===== config.mk =====
export PLATFORM = sky130hd
export DESIGN_NAME = fpmul_result_buffer_flat
export DESIGN_NICKNAME = d
export VERILOG_FILES = /design/src/rtl/fpmul_pkg.sv /design/src/rtl/fpmul_result_buffer_if.sv /design/src/rtl/fpmul_sync_fifo.sv /design/src/rtl/fpmul_result_buffer.sv /design/src/flat_wrapper.sv
export SDC_FILE = /design/constraint.sdc
export NUM_CORES = 1
export LEC_CHECK = 0
export CORE_MARGIN = 2
export CORE_UTILIZATION = 60
export CTS_CLUSTER_SIZE = 14
export DETAILED_ROUTE_END_ITERATION = 10
export PLACE_DENSITY = 0.85
export SYNTH_ARGS = -nofsm -noshare
export SYNTH_HDL_FRONTEND = slang
export SYNTH_SLANG_ARGS = --single-unit

===== constraint.sdc =====
create_clock -name clk -period 4.7 [get_ports clk]
set_input_delay 0.94 -clock clk [delete_from_list [all_inputs] [get_ports clk]]
set_output_delay 0.94 -clock clk [all_outputs]
set_load 0.01 [all_outputs]

===== src/rtl/fpmul_pkg.sv =====
// Shared types and constants for the single-precision multiplier result stage.
// Flag bit positions follow the {exception, overflow, underflow} packing used on out_flags.
package fpmul_pkg;

  localparam int unsigned FP_W     = 32;
  localparam int unsigned FLAG_W   = 3;
  localparam int unsigned FLAG_EXC = 2;
  localparam int unsigned FLAG_OVF = 1;
  localparam int unsigned FLAG_UDF = 0;

  localparam logic [FP_W-1:0] FP_POS_ZERO = 32'h0000_0000;
  localparam logic [FP_W-1:0] FP_POS_INF  = 32'h7F80_0000;

  typedef struct packed {
    logic [FLAG_W-1:0] flags;
    logic [FP_W-1:0]   result;
  } fpmul_entry_t;

  function automatic logic entry_flagged(input fpmul_entry_t e);
    return |e.flags;
  endfunction

endpackage


===== src/rtl/fpmul_result_buffer_if.sv =====
// Producer/consumer handshake bundle around the multiplier result buffer.
// The buffer uses the slave view; the multiplier/consumer side uses the master view.
interface fpmul_result_buffer_if;
  import fpmul_pkg::*;

  logic                in_valid;
  logic                in_ready;
  logic [FP_W-1:0]     in_result;
  logic                in_exception;
  logic                in_overflow;
  logic                in_underflow;
  logic                out_valid;
  logic                out_ready;
  logic [FP_W-1:0]     out_result;
  logic [FLAG_W-1:0]   out_flags;

  modport slave (
    input  in_valid, in_result, in_exception, in_overflow, in_underflow, out_ready,
    output in_ready, out_valid, out_result, out_flags
  );

  modport master (
    output in_valid, in_result, in_exception, in_overflow, in_underflow, out_ready,
    input  in_ready, out_valid, out_result, out_flags
  );

endinterface


===== src/rtl/fpmul_sync_fifo.sv =====
// Generic single-clock FIFO with wrap-bit pointers and synchronous flush.
// When empty, rdata holds the last popped word so the output never shows stale slots or X.
module fpmul_sync_fifo #(
  parameter int unsigned WIDTH = 35,
  parameter int unsigned DEPTH = 4
) (
  input  logic             clk,
  input  logic             rst_n,
  input  logic             push,
  input  logic             pop,
  input  logic             flush,
  input  logic [WIDTH-1:0] wdata,
  output logic [WIDTH-1:0] rdata,
  output logic             full,
  output logic             empty
);

  localparam int unsigned AW = $clog2(DEPTH);
  localparam logic [AW:0] PtrOne = (AW+1)'(1);

  logic [AW:0]      wr_ptr_q, wr_ptr_d;
  logic [AW:0]      rd_ptr_q, rd_ptr_d;
  logic [WIDTH-1:0] mem_q [DEPTH];
  logic [WIDTH-1:0] last_q;
  logic             do_push, do_pop;

  assign empty   = (wr_ptr_q == rd_ptr_q);
  assign full    = (wr_ptr_q[AW] != rd_ptr_q[AW]) &&
                   (wr_ptr_q[AW-1:0] == rd_ptr_q[AW-1:0]);
  // A push coinciding with flush is dropped rather than landing in an emptied FIFO.
  assign do_push = push & ~full & ~flush;
  assign do_pop  = pop & ~empty;

  always_comb begin
    wr_ptr_d = wr_ptr_q;
    rd_ptr_d = rd_ptr_q;
    if (flush) begin
      wr_ptr_d = '0;
      rd_ptr_d = '0;
    end else begin
      if (do_push) wr_ptr_d = wr_ptr_q + PtrOne;
      if (do_pop)  rd_ptr_d = rd_ptr_q + PtrOne;
    end
  end

  always_ff @(posedge clk or negedge rst_n) begin
    if (!rst_n) begin
      wr_ptr_q <= '0;
      rd_ptr_q <= '0;
      last_q   <= '0;
    end else begin
      wr_ptr_q <= wr_ptr_d;
      rd_ptr_q <= rd_ptr_d;
      if (do_pop) last_q <= mem_q[rd_ptr_q[AW-1:0]];
    end
  end

  always_ff @(posedge clk) begin
    if (do_push) mem_q[wr_ptr_q[AW-1:0]] <= wdata;
  end

  assign rdata = empty ? last_q : mem_q[rd_ptr_q[AW-1:0]];

endmodule


===== src/rtl/fpmul_result_buffer.sv =====
// Result buffer behind the combinational FP multiplier: FIFO plus sticky IEEE flags
// and saturating accepted/flagged result counters.
module fpmul_result_buffer
  import fpmul_pkg::*;
#(
  parameter int unsigned DEPTH = 4,
  parameter int unsigned CNT_W = 16
) (
  input  logic                clk,
  input  logic                rst_n,
  fpmul_result_buffer_if.slave bus,
  input  logic                flush,
  input  logic                clear_sticky,
  output logic [FLAG_W-1:0]   sticky_flags,
  output logic [CNT_W-1:0]    count_total,
  output logic [CNT_W-1:0]    count_flagged
);

  localparam int unsigned EntryW = $bits(fpmul_entry_t);
  localparam logic [CNT_W-1:0] CntMax = '1;
  localparam logic [CNT_W-1:0] CntOne = CNT_W'(1);

  fpmul_entry_t       in_entry, out_entry;
  logic [EntryW-1:0]  fifo_rdata;
  logic               fifo_full, fifo_empty;
  logic               push, pop;

  logic [FLAG_W-1:0]  sticky_q, sticky_d;
  logic [CNT_W-1:0]   total_q, total_d;
  logic [CNT_W-1:0]   flagged_q, flagged_d;

  always_comb begin
    in_entry                 = '0;
    in_entry.result          = bus.in_result;
    in_entry.flags[FLAG_EXC] = bus.in_exception;
    in_entry.flags[FLAG_OVF] = bus.in_overflow;
    in_entry.flags[FLAG_UDF] = bus.in_underflow;
  end

  assign bus.in_ready  = ~fifo_full;
  assign bus.out_valid = ~fifo_empty;
  assign push          = bus.in_valid & ~fifo_full & ~flush;
  assign pop           = ~fifo_empty & bus.out_ready;

  fpmul_sync_fifo #(
    .WIDTH (EntryW),
    .DEPTH (DEPTH)
  ) u_fifo (
    .clk   (clk),
    .rst_n (rst_n),
    .push  (push),
    .pop   (pop),
    .flush (flush),
    .wdata (in_entry),
    .rdata (fifo_rdata),
    .full  (fifo_full),
    .empty (fifo_empty)
  );

  assign out_entry      = fpmul_entry_t'(fifo_rdata);
  assign bus.out_result = out_entry.result;
  assign bus.out_flags  = out_entry.flags;

  always_comb begin
    sticky_d  = sticky_q;
    total_d   = total_q;
    flagged_d = flagged_q;
    // Flags set by a push in the same cycle as clear survive the clear.
    if (clear_sticky) sticky_d = '0;
    if (push) begin
      sticky_d = sticky_d | in_entry.flags;
      if (total_q != CntMax) total_d = total_q + CntOne;
      if (entry_flagged(in_entry) && (flagged_q != CntMax)) flagged_d = flagged_q + CntOne;
    end
  end

  always_ff @(posedge clk or negedge rst_n) begin
    if (!rst_n) begin
      sticky_q  <= '0;
      total_q   <= '0;
      flagged_q <= '0;
    end else begin
      sticky_q  <= sticky_d;
      total_q   <= total_d;
      flagged_q <= flagged_d;
    end
  end

  assign sticky_flags  = sticky_q;
  assign count_total   = total_q;
  assign count_flagged = flagged_q;

endmodule


===== src/flat_wrapper.sv =====
// flat-port wrapper written by rule: the top's interface ports become plain ports
module fpmul_result_buffer_flat import fpmul_pkg::*;
#(
  parameter int unsigned DEPTH = 4,
  parameter int unsigned CNT_W = 16
)
  (clk, rst_n, flush, clear_sticky, sticky_flags, count_total, count_flagged, bus_in_valid, bus_in_result, bus_in_exception, bus_in_overflow, bus_in_underflow, bus_out_ready, bus_in_ready, bus_out_valid, bus_out_result, bus_out_flags);
  fpmul_result_buffer_if bus_i ();
  input  logic clk;
  input  logic rst_n;
  input  logic flush;
  input  logic clear_sticky;
  output logic [FLAG_W-1:0] sticky_flags;
  output logic [CNT_W-1:0] count_total;
  output logic [CNT_W-1:0] count_flagged;
  input wire logic [$bits(bus_i.in_valid)-1:0] bus_in_valid;
  input wire logic [$bits(bus_i.in_result)-1:0] bus_in_result;
  input wire logic [$bits(bus_i.in_exception)-1:0] bus_in_exception;
  input wire logic [$bits(bus_i.in_overflow)-1:0] bus_in_overflow;
  input wire logic [$bits(bus_i.in_underflow)-1:0] bus_in_underflow;
  input wire logic [$bits(bus_i.out_ready)-1:0] bus_out_ready;
  output wire logic [$bits(bus_i.in_ready)-1:0] bus_in_ready;
  output wire logic [$bits(bus_i.out_valid)-1:0] bus_out_valid;
  output wire logic [$bits(bus_i.out_result)-1:0] bus_out_result;
  output wire logic [$bits(bus_i.out_flags)-1:0] bus_out_flags;
  assign bus_i.in_valid = bus_in_valid;
  assign bus_i.in_result = bus_in_result;
  assign bus_i.in_exception = bus_in_exception;
  assign bus_i.in_overflow = bus_in_overflow;
  assign bus_i.in_underflow = bus_in_underflow;
  assign bus_i.out_ready = bus_out_ready;
  assign bus_in_ready = bus_i.in_ready;
  assign bus_out_valid = bus_i.out_valid;
  assign bus_out_result = bus_i.out_result;
  assign bus_out_flags = bus_i.out_flags;
  fpmul_result_buffer #(.DEPTH(DEPTH), .CNT_W(CNT_W)) u_core (.clk(clk), .rst_n(rst_n), .bus(bus_i), .flush(flush), .clear_sticky(clear_sticky), .sticky_flags(sticky_flags), .count_total(count_total), .count_flagged(count_flagged));
endmodule

Yosys cells after proc, flatten, opt, wreduce, memory -nomap -nowiden. Memories as Yosys holds them, arrays and structs flattened. Index checks and enable logic that the tools add are counted.

Register bits after elaboration: 76. Output and inout port bits: 72. Memories kept: 1. Logic and storage cells: 42. RAM bits: 140.

Equal/unequal tests: 5. Bitwise logic cells: 10. Add/sub/neg operators: 4. Muxes and demuxes: 9. Reductions and logical operators: 7.

Memory list: u_core.u_fifo.mem_q (words 4, bits a word 35, read ports 1, clocked after Yosys merged registers in 0, write ports 1, RTL line fpmul_sync_fifo.sv:23) `logic [WIDTH-1:0] mem_q [DEPTH];`.

Operator list (number): two-way mux 35 bit (1); adder 16 x 1 -> 16 bit, second input constant (2); inequality test 16 bit, second input constant (2); two-way mux 3 bit (6); adder 3 x 1 -> 3 bit, second input constant (2); bitwise AND 1 bit (6); AND reduction 2 bit (2); nonzero test 2 bit (2); equality test 3 bit (1); inverter 1 bit (3); bitwise OR 3 bit (1); OR reduction 3 bit (1); equality test 2 bit (1); logical AND 1 bit (2); two-way mux 1 bit (2); inequality test 1 bit (1).

Depth between registers and ports, before layout. Gate-level depths: netlist (run 1).

Depth in word-level cells: 9. Mapped depth: 7.

By module. Synthesis (run 1) repeated with hierarchy kept, for this count alone.

Cell total of the unflattened synthesis: 512. Area, all modules: 9256.4 um^2.

Modules (own cells, without submodules): fpmul_sync_fifo (area an instance 7458.4 um^2, seq. area each 5230.0 um^2, times used 1, cells an instance 353); fpmul_result_buffer (area an instance 1798.0 um^2, seq. area each 875.8 um^2, times used 1, cells an instance 159).

Least setup slack after synthesis (run 1). OpenSTA, ideal clock, no wires.

Kind: reg2out. Start: register u_core.u_fifo.rd_ptr_q[0]. End: output port bus_out_result[10]. Path slack: 2.061 ns. Arrival time: 1.699 ns. Data required time: 3.760 ns. Stages on the path, launching flop included: 5. Path through: dfrtp_1 -> buf_6 -> buf_2 -> mux4_2 -> mux2_2.

Longest elaborated chain between the ends: 2. Elaborated cells between the ends (all ways): 3. Those cells by class: eq/ne (1); mux (1); memory (1).

Ends and longest elaborated chain: from (decl) (RTL line fpmul_sync_fifo.sv:22) `logic [AW:0] rd_ptr_q, rd_ptr_d;`; from (signal assigned) (RTL line fpmul_sync_fifo.sv:53) `rd_ptr_q <= rd_ptr_d;`; memory read (4 x 35 bit) / equality test 3 bit (equally long branches); two-way mux 35 bit * (RTL line fpmul_sync_fifo.sv:62) `assign rdata = empty ? last_q : mem_q[rd_ptr_q[AW-1:0]];`; to (decl) (RTL line flat_wrapper.sv:24) `output wire logic [$bits(bus_i.out_result)-1:0] bus_out_result;`.

Every way passes the cells marked *; elsewhere a longest branch is shown, timed or not.

Worst setup path in the final report (run 1).
Start: register u_core.u_fifo.wr_ptr_q[2]. End: output port bus_out_result[24].

Longest elaborated chain between the ends: 2.

Ends and longest elaborated chain: from (decl) (RTL line fpmul_sync_fifo.sv:21) `logic [AW:0] wr_ptr_q, wr_ptr_d;`; from (signal assigned) (RTL line fpmul_sync_fifo.sv:52) `wr_ptr_q <= wr_ptr_d;`; equality test 3 bit (RTL line fpmul_sync_fifo.sv:27) `assign empty = (wr_ptr_q == rd_ptr_q);`; two-way mux 35 bit (RTL line fpmul_sync_fifo.sv:62).

Every way passes these cells.

==> results of run 1 <==
[power breakdown]
group | switching (mW) | leakage (nW) | internal, mW
logic | 0.693 | 1.42 | 0.976
clock network | 0.694 | 0.323 | 0.900
registers | 0.159 | 2.22 | 2.28
total | 1.55 | 3.96 | 4.16
[through the flow]
step                utilization [%]  cells  setup slack [ps]  hold slack (ps)
CTS                           74.91    816             657.3            499.3
global placement              70.34    776              1348            470.1
detailed placement            70.34    776              1237            484.9
global route                  74.91    816             517.9            499.8
finish                        74.91    816             672.1            491.7
floorplan                         -    496              2061            460.2
[final cells by class]
cell class              instances  area [µm²]
multi-input cells             249        2738
flip-flops and latches        216        6108
fillers                       814        3661
clock buffers                  30       600.6
repair buffers                115        1141
inverters                      12       45.04
well taps                     184       230.2
clock inverters                10       65.06
[kinds of logic after synthesis]
| group | synth area share (%) |
|---|---|
| AOI/OAI and AO/OA | 1.083 |
| xor gates and xnor gates | 3.650 |
| adders and majority gates | 0.9714 |
| buffers and inverters | 1.957 |
| DFF | 67.72 |
| muxes | 18.21 |
| and+or+nand+nor | 6.411 |
[metal layers]
layer  track usage [%]  vias to the layer above
met4             6.852                        0
met2             38.22                      185
met3             4.429                       42
met1             30.08                     2503
li1                  -                     2164
met5                 0                        -
[state kept, by name, indices dropped and copies added (netlist names)]
name and count:
u_core.sticky_flags 3, u_core.count_total 16, u_core.u_fifo.wr_ptr_q 3, u_core.u_fifo.rd_ptr_q 3, u_core.u_fifo.last_q 35, u_core.u_fifo.mem_q 140, u_core.count_flagged 16
[worst max-delay path, stage by stage (launching register included)]
cell	delay (ps)
dfrtp_1	420
xnor2_2	450
nand3_2	440
buf_4	400
mux2_2	290
clkdlybuf4s50_1	540
[path summary, 6_finish.rpt]
| check | endpoint | slack [ps] | from | depth (start not counted) |
|---|---|---|---|---|
| max in group asynchronous | u_core.u_fifo.rd_ptr_q[0] | 3400 | rst_n | 1 |
| hold / removal | u_core.u_fifo.last_q[31] | 490 | u_core.u_fifo.last_q[31] | 1 |
| min in group asynchronous | u_core.u_fifo.last_q[26] | 600 | rst_n | 1 |
| setup reg to reg | u_core.u_fifo.mem_q[0][1] | 1880 | u_core.u_fifo.rd_ptr_q[0] | 4 |
| hold reg to reg | u_core.u_fifo.last_q[31] | 490 | u_core.u_fifo.last_q[31] | 1 |
| setup / recovery | bus_out_result[24] | 670 | u_core.u_fifo.wr_ptr_q[2] | 5 |
[cells in the final DEF (no fill, tap or decap), types with 6 or more instances in the layout]
cell type / n
mux4_2: 35
clkbuf_16: 22
clkdlybuf4s50_1: 111
mux2_1: 6
inv_1: 12
nor3_1: 11
nand3_1: 10
nand4_1: 6
xor2_1: 27
edfxtp_1: 140
ha_1: 7
mux2_2: 68
dfrtp_1: 74
nor4_1: 7
nand2_1: 14
clkbuf_1: 6
==> key figures, run 1 <==
CTS
  • Htree depth: 1
  • Clock latency on the worst-skew pair: 510 ps
  • CTS tree: done
  • CTS resizes: 0
  • Reg clk slew, reported paths: 60 ps
  • Cts hold-fix bufs: 0
  • CTS Root Cell: clkbuf_16
  • TritonCTS Buffers: 22
  • Max clock buf depth: 3
  • CTS sink count: 216
  • Setup Fix Bufs, Post-CTS: 0

Critical path
  • Setup CP Type: reg -> out
  • CP Max Fanout: 25
  • Endpoint class of the critical path: primary output
  • Worst Path Required: approximately 3800 ps
  • Crit path DAT: just over 3000 ps
  • Setup crit start kind: flip-flop

Synth
  • Dominant cell type by area after synthesis: edfxtp_1
  • Seq cells post-synth: 216
  • Area contributors post-synth: edfxtp_1 (47%), dfrtp_1 (21%), mux4_2 (8.7%)
  • Cell with the most instances after synthesis: edfxtp_1
  • Seq/Total Area, Yosys: 67.72%
  • Syn nets: 544
  • Top cell type's share of synthesized area: 46.63%
  • Synthesis Warnings: 0
  • EDFF count, synth: 140
  • Ys async rst share: between 30% and 40%
  • Cell Area, Synth: between 9000 and 10000 µm²
  • Synth Flop Type: edfxtp_1
  • Mean Syn Cell Area: 18.18 µm²
  • Top post-synthesis cells by count: edfxtp_1 (140), dfrtp_1 (76), mux2_2 (68)
  • Syn Inst Count: about 500
  • Post-synth cell types: 45

Timing
  • Fmax: 0.2483 GHz
  • Crit path time final: 4028 ps
  • Endpoints failing setup: 0
  • Setup Skew: 20.54 ps
  • Max_slew headroom: 22.34%
  • Setup TNS: 0 ps
  • Final Hold Viols: 0
  • Final cycle utilization of the critical path: between 80% and 90%
  • Worst slew pin tran: between 1000 and 1500 ps
  • RSZ-0062 raised after global routing: false
  • Max Slew Vio Count: 0

Worst hold path
  • Worst hold path class: reg -> reg

Detailed routing
  • Met3 wire length: about 1200 µm
  • Wire length per cell: 21.64 µm
  • Post-route ant nets: 0
  • Via density: 5.998
  • Routed via count: 4894
  • DRC: 0
  • Drt first-iter violations: 236
  • Post-Route WL: 17660 µm
  • Met2 WL: 8954 µm
  • Wl on met1: 7003 µm
  • Pre-Repair DR Iteration Count: 4
  • Top Metal Used: met4

Place
  • GPL Wtd Cong: 0.7731
  • Number of buffers added on ports: ~110
  • Placed Area: 10260 µm²
  • Placed wire-length estimate: ~10000 µm

Pwr
  • Leak: 3.960 nW
  • Pwr Total: 5.702 mW
  • Power Density: 521.8 nW/µm²
  • Maximum vdd drop: 0.0004032 V

Floorplan
  • Die height: approximately 130 µm
  • Core ar.: 14590 µm²
  • Starting Density: between 60% and 70%
  • Rows: 44
  • Die ar.: ~16000 µm²
  • Top Ports: 113
  • Die X: between 100 and 150 µm

Status
  • Status: completed

GRT
  • Vias in the first global route: about 5100
  • Congestion Overflow GR: 0
  • Initial antenna violation count: 0
  • Pin count of the biggest net entering global routing: slightly below 80
  • First-pass GRT wire length: around 28000 µm
  • Tot GR Track Use: 22.57%

Final layout
  • Layout area overhead: 21.20%
  • Nets: between 600 and 700
  • Ratio of cells with drive above 1 in the final layout: 25.47%
  • N_diodes: 0
  • Finished Cell Area: 10930 µm²

Flow run
  • Max cap viols: 0
Power figures use the tool's default switching activity.
==> inputs of run 2 (changes only) <==
Settings changed: CAP_MARGIN set to 20.
==> key figures, run 2 (synthesized netlist as in run 1, its figures left out) <==
CTS
  • CTS sink count: 216 (unchanged)
  • CTS resizes: 0 (unchanged)
  • Setup Fix Bufs, Post-CTS: 0 (unchanged)
  • CTS tree: done (unchanged)
  • TritonCTS Buffers: 22 (unchanged)
  • Max clock buf depth: 3 (unchanged)
  • Clock latency on the worst-skew pair: 510 ps (about the same)
  • Reg clk slew, reported paths: 60 ps (about the same)
  • Htree depth: 1 (unchanged)
  • CTS Root Cell: clkbuf_16 (unchanged)
  • Cts hold-fix bufs: 0 (unchanged)

Detailed routing
  • Routed via count: 4899 (was 4894)
  • Pre-Repair DR Iteration Count: 4 (unchanged)
  • DRC: 0 (unchanged)
  • Post-Route WL: 17650 µm (was 17660 µm)
  • Wire length per cell: 21.55 µm (was 21.64 µm)
  • Drt first-iter violations: 246 (was 236)
  • Post-route ant nets: 0 (unchanged)
  • Via density: 5.982 (was 5.998)

Timing
  • Setup TNS: 0 ps (unchanged)
  • Final cycle utilization of the critical path: 85.27% (was 85.70%)
  • Setup Skew: 19.16 ps (was 20.54 ps)
  • Final Hold Viols: 0 (unchanged)
  • Worst slew pin tran: 947.9 ps (was 1165 ps)
  • RSZ-0062 raised after global routing: false (unchanged)
  • Max Slew Vio Count: 0 (unchanged)
  • Crit path time final: 4008 ps (was 4028 ps)
  • Fmax: 0.2495 GHz (was 0.2483 GHz)
  • Hold Slack: 272.4 ps (was 491.7 ps)
  • Max_slew headroom: 36.81% (was 22.34%)
  • Endpoints failing setup: 0 (unchanged)

Place
  • Number of buffers added on ports: 112 (unchanged)
  • Placed wire-length estimate: 10250 µm (unchanged)
  • GPL Wtd Cong: 0.7731 (unchanged)
  • Placed Area: 10260 µm² (unchanged)

Floorplan
  • Die ar.: 16020 µm² (unchanged)
  • Die height: 126.6 µm (unchanged)
  • Die X: 126.6 µm (unchanged)
  • Starting Density: 61.80% (unchanged)
  • Rows: 44 (unchanged)
  • Core ar.: 14590 µm² (unchanged)
  • Top Ports: 113 (unchanged)

Pwr
  • Power Density: 520.2 nW/µm² (was 521.8 nW/µm²)
  • Leak: 3.988 nW (was 3.960 nW)
  • Pwr Total: 5.713 mW (was 5.702 mW)
  • Maximum vdd drop: 0.0004050 V (was 0.0004032 V)

Critical path
  • Worst reg2reg path endpoint: u_core.u_fifo.mem_q[2][30] (was u_core.u_fifo.mem_q[0][1])
  • Setup CP Type: reg -> out (unchanged)
  • Worst Path Required: 3760 ps (about the same)
  • Worst R2R Setup Slack: 1870 ps (was 1880 ps)
  • Reg2reg start: u_core.u_fifo.rd_ptr_q[0] (unchanged)
  • Crit path DAT: 3070 ps (was 3090 ps)
  • Endpoint class of the critical path: primary output (unchanged)
  • CP Max Fanout: 25 (unchanged)
  • Setup crit start kind: flip-flop (unchanged)
  • R2R depth: 4 (unchanged)

Final layout
  • Layout area overhead: 21.81% (was 21.20%)
  • Nets: 667 (was 664)
  • Ratio of cells with drive above 1 in the final layout: 25.83% (was 25.47%)
  • # fillers: 807 (was 814)
  • Finished Cell Area: 10980 µm² (was 10930 µm²)
  • Final Util: 75.28% (was 74.91%)
  • Multi-input gate area: 2738 µm² (unchanged)
  • Most common cell after layout, fill and taps aside: edfxtp_1 (unchanged)
  • N_diodes: 0 (unchanged)
  • Sequential cell area: 6108 µm² (unchanged)
  • Max FFs per register: 140 (unchanged)
  • Most frequent cells in the layout: edfxtp_1 (140), clkdlybuf4s50_1 (111), dfrtp_1 (74) (unchanged)

GRT
  • Met1 GRT Util: 30.08% (unchanged)
  • Grt met3 use: 4.429% (unchanged)
  • GR Util met2: 38.22% (unchanged)
  • Initial antenna violation count: 0 (unchanged)
  • First-pass GRT wire length: 27860 µm (unchanged)
  • Pin count of the biggest net entering global routing: 77 (unchanged)
  • Congestion Overflow GR: 0 (unchanged)
  • Vias in the first global route: 5097 (unchanged)
  • Most used routing layer: met2 (unchanged)
  • Tot GR Track Use: 22.57% (unchanged)

Flow run
  • Max cap viols: 0 (unchanged)

Status
  • Status: completed (unchanged)

Worst hold path
  • Worst hold path class: in -> async (was reg -> reg)
-- run 2: cell count changes in the layout (fill, tap and decap cells not counted), sizes merged --
cell	previous run	this run
clkbuf	30	31
buf	4	6
-- run 2: cell type report --
type	instances	share of cell area, %
clock buffers	30	5.468
repair buffers	118	10.89
inverters	12	0.4101
flip-flops and latches	216	55.62
clock inverters	10	0.5924
well taps	184	2.096
multi-input cells	249	24.93
-- run 2: critical path, cell delays in order, from the launching register on --
cell,delay [ps]
dfrtp_1,420
xnor2_2,440
nand3_2,430
buf_4,400
mux2_2,290
clkdlybuf4s50_1,540
-- run 2: how the worst max path moves through the flow --
stage                                    from                 end  slack [ps]
CTS                 u_core.u_fifo.wr_ptr_q[2]  bus_out_result[24]         660
finish              u_core.u_fifo.wr_ptr_q[2]  bus_out_result[24]         690
global route        u_core.u_fifo.wr_ptr_q[2]  bus_out_result[24]         510
global placement    u_core.u_fifo.rd_ptr_q[0]  bus_out_result[27]        1350
floorplan           u_core.u_fifo.rd_ptr_q[0]  bus_out_result[10]        2060
detailed placement  u_core.u_fifo.wr_ptr_q[2]  bus_out_result[24]        1240
-- run 2: per-stage QoR --
| stage | worst slack, ps | instances |
|---|---|---|
| global route | 513.6 | 819 |
| detailed placement | 1237 | 776 |
| floorplan | 2061 | 496 |
| global placement | 1348 | 776 |
| finish | 692.1 | 819 |
| CTS | 657.3 | 816 |
-- run 2: where the power goes --
| part | internal, mW | switching (mW) | total (mW) |
|---|---|---|---|
| logic | 0.986 | 0.694 | 1.68 |
| registers | 2.28 | 0.160 | 2.44 |
| clock network | 0.900 | 0.693 | 1.59 |
| total | 4.17 | 1.55 | 5.71 |
-- run 2: metal layers --
metal	vias up	wire length [µm]	share of wire, %
met4	0	481	2.7
met3	39	1132	6.4
met1	2511	6974	40
li1	2168	-	-
met5	-	0	0
met2	181	9061	51
